## src/rtl/i2c_eeprom_arbiter_pkg.sv

```systemverilog
// Shared types and default timing for the I2C EEPROM arbiter and its engine.
package i2c_eeprom_arbiter_pkg;

  // Engine command field widths
  localparam int ENG_ADDR_W = 8;
  localparam int ENG_DATA_W = 8;

  // Default timing in clk cycles at 50 MHz
  localparam int WC_CYCLES_DEF = 250000;  // 5 ms EEPROM write cycle
  localparam int TIMEOUT_DEF   = 20000;   // engine hang limit
  localparam int MAX_RETRY_DEF = 3;       // NACK retries after first attempt
  localparam int RETRY_GAP_DEF = 125;     // one 400 kHz SCL period

  typedef enum logic [2:0] {
    ST_IDLE,
    ST_ISSUE,
    ST_WAIT,
    ST_BACKOFF,
    ST_RESP
  } arb_state_e;

  // Command latched at grant and presented to the engine
  typedef struct packed {
    logic                  we;
    logic [ENG_ADDR_W-1:0] addr;
    logic [ENG_DATA_W-1:0] wdata;
  } eng_cmd_t;

endpackage

```

## src/rtl/i2c_eeprom_arbiter_rr_arb2.sv

```systemverilog
// Two-way round-robin winner select; rr_ptr remembers the requester served last.
module i2c_rr_arb2
  import i2c_eeprom_arbiter_pkg::*;
(
  input  logic       clk,
  input  logic       rst,
  input  logic [1:0] req,
  input  logic       upd,
  input  logic       owner,
  output logic       any,
  output logic       win
);

  logic rr_ptr_reg;

  // Winner: a lone requester wins; on contention the one not served last wins
  always_comb begin
    any = |req;
    win = (req == 2'b11) ? ~rr_ptr_reg : req[1];
  end

  // rr_ptr follows the owner of each completed command
  always_ff @(posedge clk) begin
    if (rst) begin
      rr_ptr_reg <= 1'b0;
    end else if (upd) begin
      rr_ptr_reg <= owner;
    end
  end

endmodule

```

## src/rtl/i2c_eeprom_arbiter.sv

```systemverilog
// Shares one I2C byte engine between two requesters: round-robin grant,
// NACK retry with backoff, write-cycle hold-off and hang timeout.
module i2c_eeprom_arbiter
  import i2c_eeprom_arbiter_pkg::*;
#(
  parameter int WC_CYCLES = WC_CYCLES_DEF,
  parameter int TIMEOUT   = TIMEOUT_DEF,
  parameter int MAX_RETRY = MAX_RETRY_DEF,
  parameter int RETRY_GAP = RETRY_GAP_DEF
) (
  input  logic        clk,
  input  logic        rst,
  input  logic [1:0]  req,
  input  logic [1:0]  we,
  input  logic [15:0] addr,
  input  logic [15:0] wdata,
  output logic [1:0]  gnt,
  output logic [1:0]  done,
  output logic        err,
  output logic [7:0]  rdata,
  output logic        busy,
  output logic        eng_start,
  output logic        eng_we,
  output logic [7:0]  eng_addr,
  output logic [7:0]  eng_wdata,
  output logic        eng_abort,
  input  logic        eng_done,
  input  logic        eng_nack,
  input  logic [7:0]  eng_rdata
);

  localparam int WC_W  = $clog2(WC_CYCLES + 1);
  localparam int TMO_W = $clog2(TIMEOUT + 1);
  localparam int RTY_W = $clog2(MAX_RETRY + 1);
  localparam int BO_W  = $clog2(RETRY_GAP + 1);

  localparam logic [WC_W-1:0]  WC_LOAD   = WC_W'(WC_CYCLES);
  localparam logic [TMO_W-1:0] TMO_LAST  = TMO_W'(TIMEOUT - 1);
  localparam logic [RTY_W-1:0] RTY_LIMIT = RTY_W'(MAX_RETRY);
  // BACKOFF plus ISSUE plus the registered eng_start put the reissue exactly
  // RETRY_GAP cycles after the NACKing eng_done.
  localparam logic [BO_W-1:0]  BO_LAST   = BO_W'(RETRY_GAP - 3);

  arb_state_e       state_reg,   state_next;
  eng_cmd_t         cmd_reg,     cmd_next;
  logic             owner_reg,   owner_next;
  logic [RTY_W-1:0] retry_reg,   retry_next;
  logic [TMO_W-1:0] tmo_cnt_reg, tmo_cnt_next;
  logic [BO_W-1:0]  bo_cnt_reg,  bo_cnt_next;
  logic [WC_W-1:0]  wc_cnt_reg,  wc_cnt_next;
  logic             fail_reg,    fail_next;
  logic [1:0]       gnt_reg,     gnt_next;
  logic [1:0]       done_reg,    done_next;
  logic             err_reg,     err_next;
  logic [7:0]       rdata_reg,   rdata_next;
  logic             busy_reg,    busy_next;
  logic             eng_start_reg, eng_start_next;
  logic             eng_abort_reg, eng_abort_next;

  logic       arb_any, arb_win, rr_upd;
  logic [7:0] req_addr  [2];
  logic [7:0] req_wdata [2];

  // Per-requester views of the packed address/data buses
  for (genvar gi = 0; gi < 2; gi++) begin : g_req
    assign req_addr[gi]  = addr[gi*8 +: 8];
    assign req_wdata[gi] = wdata[gi*8 +: 8];
  end

  i2c_rr_arb2 u_arb (
    .clk   (clk),
    .rst   (rst),
    .req   (req),
    .upd   (rr_upd),
    .owner (owner_reg),
    .any   (arb_any),
    .win   (arb_win)
  );

  // Next-state, counters and registered outputs
  always_comb begin
    state_next     = state_reg;
    cmd_next       = cmd_reg;
    owner_next     = owner_reg;
    retry_next     = retry_reg;
    tmo_cnt_next   = tmo_cnt_reg;
    bo_cnt_next    = bo_cnt_reg;
    wc_cnt_next    = (wc_cnt_reg != '0) ? wc_cnt_reg - WC_W'(1) : '0;
    fail_next      = fail_reg;
    gnt_next       = 2'b00;
    done_next      = 2'b00;
    err_next       = err_reg;
    rdata_next     = rdata_reg;
    busy_next      = busy_reg;
    eng_start_next = 1'b0;
    eng_abort_next = 1'b0;
    rr_upd         = 1'b0;

    case (state_reg)
      ST_IDLE: begin
        if (wc_cnt_reg == '0 && arb_any) begin
          owner_next     = arb_win;
          cmd_next.we    = we[arb_win];
          cmd_next.addr  = req_addr[arb_win];
          cmd_next.wdata = req_wdata[arb_win];
          gnt_next       = arb_win ? 2'b10 : 2'b01;
          busy_next      = 1'b1;
          retry_next     = '0;
          state_next     = ST_ISSUE;
        end
      end
      ST_ISSUE: begin
        eng_start_next = 1'b1;
        tmo_cnt_next   = '0;
        state_next     = ST_WAIT;
      end
      ST_WAIT: begin
        if (tmo_cnt_reg != TMO_LAST) tmo_cnt_next = tmo_cnt_reg + TMO_W'(1);
        if (eng_done) begin
          if (!eng_nack) begin
            if (cmd_reg.we) wc_cnt_next = WC_LOAD;
            else            rdata_next  = eng_rdata;
            fail_next  = 1'b0;
            state_next = ST_RESP;
          end else if (retry_reg < RTY_LIMIT) begin
            retry_next  = retry_reg + RTY_W'(1);
            bo_cnt_next = '0;
            state_next  = ST_BACKOFF;
          end else begin
            fail_next  = 1'b1;
            state_next = ST_RESP;
          end
        end else if (tmo_cnt_reg == TMO_LAST) begin
          eng_abort_next = 1'b1;
          fail_next      = 1'b1;
          state_next     = ST_RESP;
        end
      end
      ST_BACKOFF: begin
        if (bo_cnt_reg == BO_LAST) state_next  = ST_ISSUE;
        else                       bo_cnt_next = bo_cnt_reg + BO_W'(1);
      end
      ST_RESP: begin
        done_next  = owner_reg ? 2'b10 : 2'b01;
        err_next   = fail_reg;
        rr_upd     = 1'b1;
        busy_next  = 1'b0;
        state_next = ST_IDLE;
      end
      default: state_next = ST_IDLE;
    endcase
  end

  // State and output registers
  always_ff @(posedge clk) begin
    if (rst) begin
      state_reg     <= ST_IDLE;
      cmd_reg       <= '0;
      owner_reg     <= 1'b0;
      retry_reg     <= '0;
      tmo_cnt_reg   <= '0;
      bo_cnt_reg    <= '0;
      wc_cnt_reg    <= '0;
      fail_reg      <= 1'b0;
      gnt_reg       <= 2'b00;
      done_reg      <= 2'b00;
      err_reg       <= 1'b0;
      rdata_reg     <= '0;
      busy_reg      <= 1'b0;
      eng_start_reg <= 1'b0;
      eng_abort_reg <= 1'b0;
    end else begin
      state_reg     <= state_next;
      cmd_reg       <= cmd_next;
      owner_reg     <= owner_next;
      retry_reg     <= retry_next;
      tmo_cnt_reg   <= tmo_cnt_next;
      bo_cnt_reg    <= bo_cnt_next;
      wc_cnt_reg    <= wc_cnt_next;
      fail_reg      <= fail_next;
      gnt_reg       <= gnt_next;
      done_reg      <= done_next;
      err_reg       <= err_next;
      rdata_reg     <= rdata_next;
      busy_reg      <= busy_next;
      eng_start_reg <= eng_start_next;
      eng_abort_reg <= eng_abort_next;
    end
  end

  assign gnt       = gnt_reg;
  assign done      = done_reg;
  assign err       = err_reg;
  assign rdata     = rdata_reg;
  assign busy      = busy_reg;
  assign eng_start = eng_start_reg;
  assign eng_abort = eng_abort_reg;
  assign eng_we    = cmd_reg.we;
  assign eng_addr  = cmd_reg.addr;
  assign eng_wdata = cmd_reg.wdata;

endmodule

```

## config.mk

```make
export PLATFORM = sky130hd
export DESIGN_NAME = i2c_eeprom_arbiter
export DESIGN_NICKNAME = d
export VERILOG_FILES = /design/src/rtl/i2c_eeprom_arbiter_pkg.sv /design/src/rtl/i2c_eeprom_arbiter_rr_arb2.sv /design/src/rtl/i2c_eeprom_arbiter.sv
export SDC_FILE = /design/constraint.sdc
export NUM_CORES = 1
export LEC_CHECK = 0
export BUFFER_PORTS_ARGS = -buffer_cell sky130_fd_sc_hd__buf_2
export CORE_MARGIN = 3
export CORE_UTILIZATION = 30
export CTS_BUF_LIST = sky130_fd_sc_hd__clkbuf_8
export DETAILED_ROUTE_END_ITERATION = 16
export SYNTH_ARGS = -nofsm -noshare
export SYNTH_HDL_FRONTEND = slang
export SYNTH_SLANG_ARGS = --single-unit
```

## constraint.sdc

```tcl
create_clock -name clk -period 3.96 [get_ports clk]
set_input_delay 0.396 -clock clk [delete_from_list [all_inputs] [get_ports clk]]
set_output_delay 0.396 -clock clk [all_outputs]
set_load 0.01 [all_outputs]
```

; After elaboration in Yosys (flattened, before gate mapping)
; Cells that the tools add are included.
[totals]
reg_bits = 81
in_bits = 48
out_inout_bits = 33
[classes]
addsub = 4
order_cmp = 3
eq_ne = 17
n_mux = 44
n_bitwise = 8
n_reduce_logical = 21
[op_table]
columns = cell, count
row1 = $mux W18, 5
row2 = $mux W8, 6
row3 = $pmux W15 S2, 1
row4 = $mux W7, 4
row5 = $logic_not A18 Y1, 1
row6 = $mux W3, 6
row7 = $reduce_bool A18 Y1, 1
row8 = $sub A18 B1 Y18 const B, 1
row9 = $add A15 B1 Y15 const B, 1
row10 = $eq A15 B15 Y1 const B, 1
row11 = $mux W15, 1
row12 = $ne A15 B15 Y1 const B, 1
row13 = $ne A2 B2 Y1 const B, 7
row14 = $pmux W7 S2, 1
row15 = $mux W2, 6
row16 = $pmux W3 S4, 1
row17 = $mux W1, 11
row18 = $reduce_and A5 Y1, 2
row19 = $reduce_bool A2 Y1, 5
row20 = $add A7 B1 Y7 const B, 1
row21 = $eq A7 B7 Y1 const B, 1
row22 = $not A1 Y1, 7
row23 = $eq A3 B2 Y1 const B, 2
row24 = $ne A3 B3 Y1 const B, 2
row25 = 17 further kinds, 22

; Depth between registers and ports, before layout
[depth]
depth_word = 6
depth_mapped = 8

; Modules after synthesis
; From an unflattened synthesis, not the netlist that was laid out.
[unflattened]
hier_cells = 405
hier_area_um2 = 3753.6
[by_module_without_submodules]
columns = module, n_inst, cells_each, area_per_inst_um2, seq_area_each_um2
row1 = i2c_eeprom_arbiter, 1, 400, 3706.1, 1601.5
row2 = i2c_rr_arb2, 1, 5, 47.5, 20.0

; Worst setup path after synthesis
; No wires, ideal clock.
[synth_timing]
kind = flip-flop to flip-flop
start = reg wc_cnt_reg[15]
end = reg cmd_reg (netlist bit eng_addr[0])
t_arrival_ns = 2.183
required_time_ns = 3.844
slack_ns = 1.661
stages_incl_launch_ff = 8
path_buffers = 3
cell_sequence = dfxtp_1 or4_4 or4_4 buf_6 or2_1 buf_6 buf_8 a31o_1
[synth_between]
elab_chain_len = 3
[synth_rtl]
columns = item, line
row1 = start: declaration, i2c_eeprom_arbiter.sv:50  ; logic [WC_W-1:0] wc_cnt_reg, wc_cnt_next;
row2 = start signal: assignment, i2c_eeprom_arbiter.sv:179  ; wc_cnt_reg <= wc_cnt_next;
row3 = $logic_not A18 Y1, i2c_eeprom_arbiter.sv:101  ; if (wc_cnt_reg == '0 && arb_any) begin
row4 = $logic_and A1 B1 Y1, i2c_eeprom_arbiter.sv:101
row5 = $reduce_and A2 Y1 (no line), -
row6 = end signal: assignment, i2c_eeprom_arbiter.sv:174  ; cmd_reg <= cmd_next;
row7 = end: declaration, i2c_eeprom_arbiter.sv:45  ; eng_cmd_t cmd_reg, cmd_next;
; No other way between the ends.
; A chain may end at the register's enable or synchronous reset.

; Final worst setup path
[layout_timing]
start = reg wc_cnt_reg[15]
end = reg cmd_reg (netlist bit eng_wdata[7])
; The elaborated chain is that of the path after synthesis.

==> PnR_summary.wiki <==
{| class="wikitable"
! Metric !! Value
|-
| Outcome || completed
|-
| Summed negative setup slack over all endpoints || 0 ns
|-
| Die Y-Extent || 118.6 um
|-
| Post-synthesis sequential area ratio || 0.4266
|-
| DR WL/cell || 13.31 um
|-
| Antenna-violating nets left || 0
|-
| Post-CTS clock slew at the launch and capture registers of the worst setup and hold paths || 0.08 ns
|-
| Met1 routing resource usage after global routing || 0.1594
|-
| Cell types occupying the most area after synthesis || dfxtp_1 43%, mux2i_1 6.8%, nor4_1 3.8%
|-
| CTS Buf Count || 9
|-
| Critical R2R Capture || eng_wdata[7]
|-
| Final wirelength || 8811 um
|-
| Die Outline Area || 14060 um^2
|-
| Worst slew margin relative to its limit || 0.3111
|-
| Row Count || 40
|-
| Most common cell after layout, fill and taps aside || dfxtp_1
|-
| Peak Freq || 396.2 MHz
|-
| Sort of element at the end of the critical path || flip-flop
|-
| Starting density of the core || 0.3113
|-
| Clock tree root buffer cell || clkbuf_8
|-
| Placeable core region || 12210 um^2
|-
| Final Instance Area || 4484 um^2
|-
| Power spent charging and discharging nets || 0.0009115 W
|-
| Proportion of register bits with asynchronous set or reset after synthesis || 0
|-
| Filler instances || 1286
|-
| CTS H-tree depth || 3
|-
| Detailed router's first-iteration violation count || 157
|-
| Number of nets in the synthesized netlist || 478
|-
| Number of flops mapped to enable cells by yosys || 0
|-
| Maximum number of pins on one net before global-route repair || 53
|-
| Final HPWL DP || 6290 um
|-
| Worst endpoint data arrival time || 2.78 ns
|-
| Number of vias in the routed layout || 3355
|-
| Maximum fanout encountered on the critical timing path || 19
|-
| Post-route setup slack || 1.436 ns
|-
| Chip Width || 118.6 um
|-
| Post-synth top area share || 0.4266
|-
| Post-cts resize count || 0
|-
| Category of the worst setup path launch point || flip-flop
|-
| Highest-count cells in the layout ignoring fill and taps || 81 x dfxtp_1, 80 x buf_2, 34 x nor2_1
|-
| Final worst hold slack || 0.2690 ns
|-
| Worst hold path cell count || 3
|-
| Number of nets at the end of the flow || 542
|-
| Required time of the critical path || 4.22 ns
|-
| Max Cap Violations || 0
|-
| Yosys Warn Count || 0
|-
| Type of the most critical hold path || primary input to flip-flop
|-
| Source-to-sink clock delay at the later pin of the worst-skew pair || 0.36 ns
|-
| Final Setup Violations || 0
|-
| Portion of total power attributed to combinational logic || 0.343
|-
| Routability-driven placement congestion ratio || 0.7741
|-
| Clock power share || 0.228
|-
| Unrepaired setup endpoints after global routing || false
|-
| Clock Tree Buf Depth || 2
|-
| Largest area contributor in the synthesized netlist || dfxtp_1
|-
| Number of flip-flops and latches in the synthesized netlist || 81
|-
| Gr ovfl total || 0
|-
| Depth of the worst register-to-register path || 4
|-
| Final worst-path cycle share || 0.6373
|-
| Final cell count without fillers || 662
|-
| Area growth from synthesis to layout || 17.97%
|-
| Fraction of met2 tracks used by global routing || 0.2043
|-
| Most utilized layer in the global route result || met2
|-
| Clock skew after layout || 0.005865 ns
|-
| Number of global-route vias before repair || 3227
|-
| Met3 routing resource usage after global routing || 0.03589
|-
| Final hold violation count || 0
|-
| Worst Hold Launch || eng_rdata[7]
|-
| Crit Path Class || flip-flop to flip-flop
|-
| DRC violations left || 0
|-
| PortBufs || 80
|-
| Post-CTS Setup Inserts || 0
|-
| Worst slack at placement || 1.455 ns
|-
| Worst-Margin Slew || 1.024 ns
|-
| Placement-stage cell area || 4303 um^2
|-
| Final max-slew violation count || 0
|-
| Synth unique cells || 55
|-
| 1st-pass router iterations || 4
|-
| Reported leakage power || 1.806 nW
|-
| VDD IR max || 209.7 uV
|-
| Power per cell area || 543.5 nW/um^2
|-
| Final period demand of the worst path || 2.524 ns
|-
| Cells after synthesis || 425
|-
| Synthesized area per cell || 8.944 um^2
|-
| Leading register cell type out of synthesis || dfxtp_1
|-
| Antenna violations before repair || 0
|-
| Count of pins on the block boundary || 81
|-
| Hold bufs inserted after CTS || 0
|-
| First-pass GRT wire length || 14920 um
|-
| Layout cell share with drive strength beyond 1 || 0.2348
|-
| Worst Hold Endpoint || rdata[7]
|-
| Flip-flop count of the largest register, all copies and words added || 18
|-
| Launch point of the worst reg-to-reg path || wc_cnt_reg[15]
|-
| Setup slack of the worst register-to-register path || 1.44 ns
|-
| Overall fraction of global-route tracks in use || 0.1275
|-
| Antenna diode count || 0
|-
| Sequential share of power || 0.429
|-
| Clock Sink Count || 81
|-
| Internal power summed over all cells || 0.001526 W
|-
| TritonCTS clock tree || built
|-
| Total instance count after detailed placement || 646
|-
| Number of vias per cell after detailed routing || 5.068
|-
| Switching share of power || 0.3740
|-
| Total standard cell area after synthesis || 3801 um^2
|}
## worst max-delay path: stages (launching register included)
cell	delay, ns
dfxtp_1	0.34
or4_4	0.56
or4_4	0.69
or2_1	0.49
a31o_2	0.34
## layout make-up
cell class	instances	area, um^2	area share
Sequential cell	81	1622	0.3616
Clock buffer	11	151.4	0.03376
Timing Repair Buffer	84	430.4	0.09598
Tap cell	168	210.2	0.04688
Multi-Input combinational cell	303	2003	0.4467
Inverter	10	37.54	0.008371
Clock inverter	5	30.03	0.006696
## cell families (layout without fill, tap and decap cells)
family / count (synthesis) / count (layout) / share of synthesized area
buf+inv: 41 / 110 / 0.04740
simple gates: 170 / 170 / 0.2489
flops: 81 / 81 / 0.4266
compound gates: 88 / 88 / 0.1600
mux: 26 / 26 / 0.06847
xor+xnor: 14 / 14 / 0.03226
fa+ha+maj: 5 / 5 / 0.01646
## through the flow
step           power [W]    util
5_1_grt         0.002615  0.3672
3_5_place_dp    0.001898  0.3524
3_3_place_gp    0.001887  0.3524
2_1_floorplan   0.001702       -
4_1_cts         0.002466  0.3672
6_report        0.002437  0.3672
## routing by layer
metal	share of wire	wire length, um
met2	0.47	4118
met5	0	0
met3	0.052	460
met1	0.47	4128
met4	0.012	104
## synthesized netlist by cell type (3+ instances only)
library cell and instances:
a21oi_1 25, a31o_1 10, a31o_2 8, and2_1 3, and3_1 3, clkbuf_1 27
dfxtp_1 81, ha_1 5, inv_1 10, mux2i_1 26, nand2_1 22, nand3_1 14
nand3b_1 3, nand4_1 7, nor2_1 34, nor3_1 17, nor3b_1 4, nor4_1 23
nor4b_1 3, o21ai_0 14, o31ai_1 8, or3_1 10, or4_1 11, xnor2_1 7
xor2_1 7
## power by group through the flow
| stage | registers [W] | logic, W | clock network (W) |
|---|---|---|---|
| 2_1_floorplan | 0.00105 | 0.000654 | 0 |
| 3_3_place_gp | 0.00106 | 0.000825 | 0 |
| 3_5_place_dp | 0.00106 | 0.000837 | 0 |
| 4_1_cts | 0.00104 | 0.000841 | 0.000580 |
| 5_1_grt | 0.00107 | 0.000934 | 0.000613 |
| 6_report | 0.00105 | 0.000837 | 0.000555 |
## worst max-delay path by stage
| stage | endpoint | slack (ns) | startpoint | cells past startpoint |
|---|---|---|---|---|
| after floorplan | eng_addr[0] | 1.66 | wc_cnt_reg[15] | 7 |
| after global placement | eng_wdata[0] | 1.47 | wc_cnt_reg[15] | 4 |
| after detailed placement | eng_wdata[2] | 1.46 | wc_cnt_reg[15] | 4 |
| after CTS | owner_reg | 1.45 | wc_cnt_reg[15] | 4 |
| after global routing | eng_wdata[0] | 1.32 | state_reg[0] | 4 |
| final | eng_wdata[7] | 1.44 | wc_cnt_reg[15] | 4 |
No activity file was read; power rests on OpenSTA's default activity.
